**src/rtl/apb_timer_seq.sv**
```systemverilog
// apb_timer_seq: APB master sequencer for the 4-register timer, with host command and auto interrupt-clear arbitration
module apb_timer_seq #(
  parameter bit AUTO_CLR = 1'b1,
  parameter int TO_CYC   = 64,
  parameter int CNT_W    = 16
) (
  input  logic             PCLKGated,
  input  logic             PRESETn,
  input  logic             cmd_valid,
  output logic             cmd_ready,
  input  logic [2:0]       cmd_op,
  input  logic [31:0]      cmd_data,
  input  logic             cmd_ien,
  output logic             rsp_valid,
  output logic [31:0]      rsp_data,
  output logic             rsp_err,
  input  logic             int_timer,
  output logic             irq_evt,
  output logic [CNT_W-1:0] irq_cnt,
  output logic             busy,
  output logic             m_psel,
  output logic             m_penable,
  output logic             m_pwrite,
  output logic [1:0]       m_paddr,
  output logic [31:0]      m_pwdata,
  input  logic [31:0]      m_prdata,
  input  logic             m_pready,
  input  logic             m_pslverr
);
  localparam int WW = $clog2(TO_CYC + 1);
  typedef enum logic [1:0] {IDLE, SETUP, ACCESS, RESP} state_t;
  typedef struct packed {
    logic        last;
    logic        wr;
    logic [1:0]  addr;
    logic [31:0] wd;
  } step_t;
  state_t        state;
  logic [2:0]    op_q;
  logic [31:0]   data_q;
  logic          ien_q;
  logic          auto_q;
  logic          last_q;
  logic          err_q;
  logic [1:0]    idx;
  logic [WW-1:0] wcnt;
  logic [2:0]    hold;
  logic          svc;
  step_t         first;
  step_t         nxt;
  // Step table: op 5 doubles as the auto-service interrupt clear.
  function automatic step_t step_of(input logic [2:0] op, input logic [1:0] i,
                                    input logic [31:0] d, input logic ien);
    step_t s;
    s = '{last: 1'b1, wr: 1'b1, addr: 2'd0, wd: 32'd0};
    case (op)
      3'd0: if (i == 2'd0) s = '{last: 1'b0, wr: 1'b1, addr: 2'd1, wd: d};
            else if (i == 2'd1) s = '{last: 1'b0, wr: 1'b1, addr: 2'd2, wd: 32'd4};
            else s.wd = {30'd0, ien, 1'b1};
      3'd1: s.wd = 32'd0;
      3'd2: if (i == 2'd0) s = '{last: 1'b0, wr: 1'b1, addr: 2'd1, wd: d};
            else s = '{last: 1'b1, wr: 1'b1, addr: 2'd2, wd: 32'd4};
      3'd3: s = '{last: 1'b1, wr: 1'b0, addr: 2'd3, wd: 32'd0};
      3'd4: s = '{last: 1'b1, wr: 1'b0, addr: 2'd2, wd: 32'd0};
      default: s = '{last: 1'b1, wr: 1'b1, addr: 2'd2, wd: 32'd1};
    endcase
    return s;
  endfunction
  assign svc       = AUTO_CLR && int_timer && hold == 3'd0;
  assign first     = step_of(svc ? 3'd5 : cmd_op, 2'd0, cmd_data, cmd_ien);
  assign nxt       = step_of(op_q, idx + 2'd1, data_q, ien_q);
  assign cmd_ready = state == IDLE && !svc;
  assign busy      = state != IDLE;
  always_ff @(posedge PCLKGated or negedge PRESETn)
    if (!PRESETn) begin
      state     <= IDLE;
      op_q      <= '0;
      data_q    <= '0;
      ien_q     <= 1'b0;
      auto_q    <= 1'b0;
      last_q    <= 1'b0;
      err_q     <= 1'b0;
      idx       <= '0;
      wcnt      <= '0;
      hold      <= '0;
      rsp_valid <= 1'b0;
      rsp_data  <= '0;
      rsp_err   <= 1'b0;
      irq_evt   <= 1'b0;
      irq_cnt   <= '0;
      m_psel    <= 1'b0;
      m_penable <= 1'b0;
      m_pwrite  <= 1'b0;
      m_paddr   <= '0;
      m_pwdata  <= '0;
    end else begin
      rsp_valid <= 1'b0;
      rsp_err   <= 1'b0;
      rsp_data  <= '0;
      irq_evt   <= 1'b0;
      if (hold != 3'd0) hold <= hold - 3'd1;
      case (state)
        IDLE: if (svc || cmd_valid) begin
          op_q   <= svc ? 3'd5 : cmd_op;
          auto_q <= svc;
          data_q <= cmd_data;
          ien_q  <= cmd_ien;
          err_q  <= 1'b0;
          idx    <= '0;
          if (!svc && cmd_op > 3'd5) begin
            state     <= RESP;
            rsp_valid <= 1'b1;
            rsp_err   <= 1'b1;
          end else begin
            state    <= SETUP;
            m_psel   <= 1'b1;
            m_pwrite <= first.wr;
            m_paddr  <= first.addr;
            m_pwdata <= first.wd;
            last_q   <= first.last;
          end
        end
        SETUP: begin
          m_penable <= 1'b1;
          wcnt      <= '0;
          state     <= ACCESS;
        end
        ACCESS: if (m_pready) begin
          m_penable <= 1'b0;
          // Interrupt deassertion reaches us late; mask it after any clear.
          if (m_pwrite && m_paddr == 2'd2 && m_pwdata[0]) hold <= 3'd4;
          if (!last_q) begin
            idx      <= idx + 2'd1;
            m_pwrite <= nxt.wr;
            m_paddr  <= nxt.addr;
            m_pwdata <= nxt.wd;
            last_q   <= nxt.last;
            err_q    <= err_q | m_pslverr;
            state    <= SETUP;
          end else begin
            m_psel <= 1'b0;
            if (auto_q) begin
              irq_evt <= 1'b1;
              if (~&irq_cnt) irq_cnt <= irq_cnt + CNT_W'(1);
              state <= IDLE;
            end else begin
              rsp_valid <= 1'b1;
              rsp_err   <= err_q | m_pslverr;
              rsp_data  <= m_pwrite ? 32'd0 : m_prdata;
              state     <= RESP;
            end
          end
        end else if (wcnt == WW'(TO_CYC - 1)) begin
          m_psel    <= 1'b0;
          m_penable <= 1'b0;
          state     <= auto_q ? IDLE : RESP;
          rsp_valid <= !auto_q;
          rsp_err   <= !auto_q;
        end else wcnt <= wcnt + WW'(1);
        default: state <= IDLE;
      endcase
    end
endmodule

```
**config.mk**
```make
export PLATFORM = sky130hd
export DESIGN_NAME = apb_timer_seq
export DESIGN_NICKNAME = d
export VERILOG_FILES = /design/src/rtl/apb_timer_seq.sv
export SDC_FILE = /design/constraint.sdc
export NUM_CORES = 1
export LEC_CHECK = 0
export ABC_AREA = 1
export BUFFER_PORTS_ARGS = -buffer_cell sky130_fd_sc_hd__buf_4
export CORE_MARGIN = 4
export CORE_UTILIZATION = 24
export CTS_CLUSTER_DIAMETER = 60
export DETAILED_ROUTE_END_ITERATION = 6
export PLACE_DENSITY = 0.53
export SLEW_MARGIN = 5
export SYNTH_ARGS = -nofsm -noshare
export SYNTH_HDL_FRONTEND = slang
export SYNTH_SLANG_ARGS = --single-unit
```
**constraint.sdc**
```tcl
create_clock -name PCLKGated -period 1.7 [get_ports PCLKGated]
set_input_delay 0.255 -clock PCLKGated [delete_from_list [all_inputs] [get_ports PCLKGated]]
set_output_delay 0.255 -clock PCLKGated [all_outputs]
set_load 0.005 [all_outputs]
```
==> impl_metrics.json <==
{
  "grt_max_degree": 36,
  "worst_clock_skew_ns": 0.01254,
  "route.detailed.drc": 0,
  "switching_share": 0.3791,
  "drive_above_1_share": 0.2720,
  "drt_wl_total_um": 20260,
  "synth-compound-area-share": 0.02746,
  "start_util": 0.2465,
  "synth_area_um2": 6699,
  "worstSetupEndpointType": "flip-flop",
  "fin_nets": 1116,
  "clockRootBuffer": "clkbuf_16",
  "syn_nets": 917,
  "row_count": 60,
  "cp_num_buf_inv": 4,
  "synth_simple_gate_area_frac": 0.3534,
  "synth_top_family_by_area": "simple AND/OR/NAND/NOR gates",
  "p_leak_nw": 5.070,
  "switching_power_mw": 5.717,
  "path_clk_slew_ns": 0.07,
  "peakVddDrop_v": 0.0005687,
  "clkSinkCount": 141,
  "vias_per_cell": 4.168,
  "drtAntennaViolNets": 0,
  "die_area_um2": 30650,
  "crit_chain": "inv_2 > ha_4 > nand3_4 > buf_12 > nand3_4 > nand3_4 > nor2_4 > inv_4 > buf_12 > nand2_1 > nand2_1",
  "cpMostUsedCell": "nand3_4",
  "overflow": 0,
  "area_growth_pct": 42.42,
  "die_w_um": 175.1,
  "hold_violations": 0,
  "n_fill_cell": 2873,
  "busiest_layer": "met2",
  "design_area_um2": 9540,
  "crit_arrival_ns": 1.98,
  "finalSetupViolCount": 0,
  "required_ns": 2.01,
  "fin_crit_ns": 1.664,
  "dp_cells": 1373,
  "maxSlewViolCount": 0,
  "cpPeakStageDelay_ns": 0.39,
  "worstSetupPathType": "reg -> reg",
  "max-cap-violations": 0,
  "synth_xor_area_frac": 0.01700,
  "grtUsageMet1": 0.1647,
  "r2r_slack_ns": 0.04,
  "p_seq_frac": 0.336,
  "cts_tree": "yes",
  "antenna_found_initial": 0,
  "gr-usage-met2": 0.2085,
  "vias": 5902,
  "clockBufferDepth": 2,
  "dp_hpwl_um": 13990,
  "yosysWarnings": 0,
  "whs_ns": 0.04341,
  "setup-tns-final_ns": 0,
  "grt_pass1_wl_um": 31710,
  "ios": 164,
  "period_share": 0.9790,
  "io_buffers": 163,
  "crit_fanout": 11,
  "antenna_cells": 0,
  "crit_slowest_cell": "dfrtp_1",
  "gp_congestion": 0.8186,
  "synth_fa_ha_area_frac": 0.02055,
  "cts_buffers": 17,
  "reg2reg_depth": 11,
  "rsz0062_at_grt": "yes",
  "critPathTopFamily": "simple AND/OR/NAND/NOR gates",
  "first_pass_iters": 6,
  "postSynthCellCount": 832,
  "grt.total_usage": 0.1281,
  "h-tree-depth": 4,
  "synth_mux_area_frac": 0,
  "whs_path_depth": 3,
  "worstSetupPathDepth": 11,
  "yosysUniqueCellTypes": 34,
  "instances_no_fill": 1416,
  "die_y_um": 175.1,
  "outcome": "complete, no violations",
  "pwr-share-comb": 0.407,
  "grt_pass1_vias": 6047,
  "core-area_um2": 27180,
  "fmax_mhz": 600.9,
  "power_density_nw_per_um2": 1581,
  "ys_seq_area_frac": 0.5267,
  "synth_area_per_cell_um2": 8.052,
  "clkPwrFrac": 0.257,
  "insertion_delay_ns": 0.42,
  "synth-seq-cells": 141,
  "crit_path_start_kind": "flip-flop",
  "drt_iter0_drc": 400,
  "power.internal_mw": 9.364,
  "slew_headroom": 0.7452,
  "worst_pin_slew_ns": 0.3822,
  "wl_per_cell_um": 14.31,
  "min_path_type": "in -> reg",
  "dpl_cell_area_um2": 8667,
  "met3_usage": 0.04111
}
-- cell type report --
cell class | count | area, um2 | share of cell area
Clock buffer | 19 | 452.9 | 0.04748
Clock inverter | 13 | 155.1 | 0.01626
Inverter | 54 | 205.2 | 0.02151
Multi-Input combinational cell | 604 | 2893 | 0.3032
Sequential cell | 141 | 3530 | 0.3700
Tap cell | 372 | 465.4 | 0.04879
Timing Repair Buffer | 213 | 1839 | 0.1928
-- tightest hold or removal path, delay by kind of cell --
kind	cells	cell delay, ns
buffers and inverters	1	0.08
and+or+nand+nor	2	0.10
-- state kept, by name (all words and copies together) (netlist names), 2 cells and up --
name	flops
hold	3
data_q	32
m_paddr	2
op_q	3
idx	2
irq_cnt	16
rsp_data	32
m_pwdata	32
state	2
wcnt	7
-- per-stage QoR --
stage	worst slack, ns	utilization	power [mW]
6_report	0.03575	0.3511	15.08
5_1_grt	-0.05635	0.3511	16.22
4_1_cts	0.002030	0.3441	14.90
3_5_place_dp	-0.03033	0.3189	10.76
3_3_place_gp	0.03000	0.3189	10.68
2_1_floorplan	0.04603	-	7.963
-- power groups by stage --
stage                     logic, mW  clock network [mW]  registers [mW]
final                          6.14                3.88            5.06
after global routing           6.86                4.17            5.20
after CTS                      5.81                4.03            5.06
after detailed placement       5.66                   0            5.09
after global placement         5.58                   0            5.10
after floorplan                2.95                   0            5.01
-- worst paths after layout --
path / start / to
max in group asynchronous: PRESETn / irq_cnt[0]
hold / removal: cmd_data[1] / data_q[1]
setup / recovery: hold[1] / m_pwdata[31]
hold reg to reg: m_pwdata[16] / m_pwdata[16]
min in group asynchronous: PRESETn / m_pwdata[16]
setup reg to reg: hold[1] / m_pwdata[31]
-- cell usage in the layout, fill, tap and decap left out, drive strengths merged --
cell         count
o22ai            1
clkinv           4
nor2            32
clkinvlp         2
o211ai           1
nand4            5
ha              11
inv             59
nand3           71
nor3             5
o21ai           25
dlygate4sd3      1
clkbuf          22
xor2             4
bufinv           2
xnor2            9
a31oi            1
o2111ai          1
nand3b           2
nand2          399
nor3b           32
a21boi           1
buf            209
dfrtp          141
or2              1
a21oi            3
-- cells in the mapped netlist (all sizes together) --
library cell | number | area [um2]
a21boi | 1 | 11.26
a21oi | 3 | 15.01
a31oi | 1 | 6.260
buf | 22 | 123.9
clkbuf | 11 | 41.29
dfrtp | 141 | 3528
ha | 11 | 137.6
inv | 54 | 202.7
nand2 | 399 | 1513
nand3 | 71 | 377.9
nand3b | 2 | 15.01
nand4 | 5 | 31.28
nor2 | 32 | 147.6
nor3 | 5 | 36.29
nor3b | 32 | 240.2
o2111ai | 1 | 8.760
o211ai | 1 | 7.510
o21ai | 25 | 128.9
o22ai | 1 | 6.260
or2 | 1 | 6.260
xnor2 | 9 | 78.83
xor2 | 4 | 35.03
-- timing repair --
item / CTS / global route
pin swaps: 3 / 3
resized for setup: 10 / 17
cloned: 0 / 5
endpoints found under the hold margin: 27 / 0
setup buffers: 3 / 2
hold buffers: 1 / 0
setup endpoints to repair: 37 / 93
-- kinds of logic (layout without fill, tap and decap cells) --
kind of cell	count (synthesis)	in the layout
AND/OR/NAND/NOR	547	547
adder cells (fa/ha/maj)	11	11
XOR/XNOR	13	13
flip-flops	141	141
buffers and inverters	87	299
AO/OA/AOI/OAI	33	33
-- metal layers --
layer / vias to the layer above / part of all wire
li1: 3011 / -
met1: 2744 / 0.47
met2: 134 / 0.46
met3: 13 / 0.060
met4: 0 / 0.013
met5: - / 0
(Power assumes the default switching activity.)
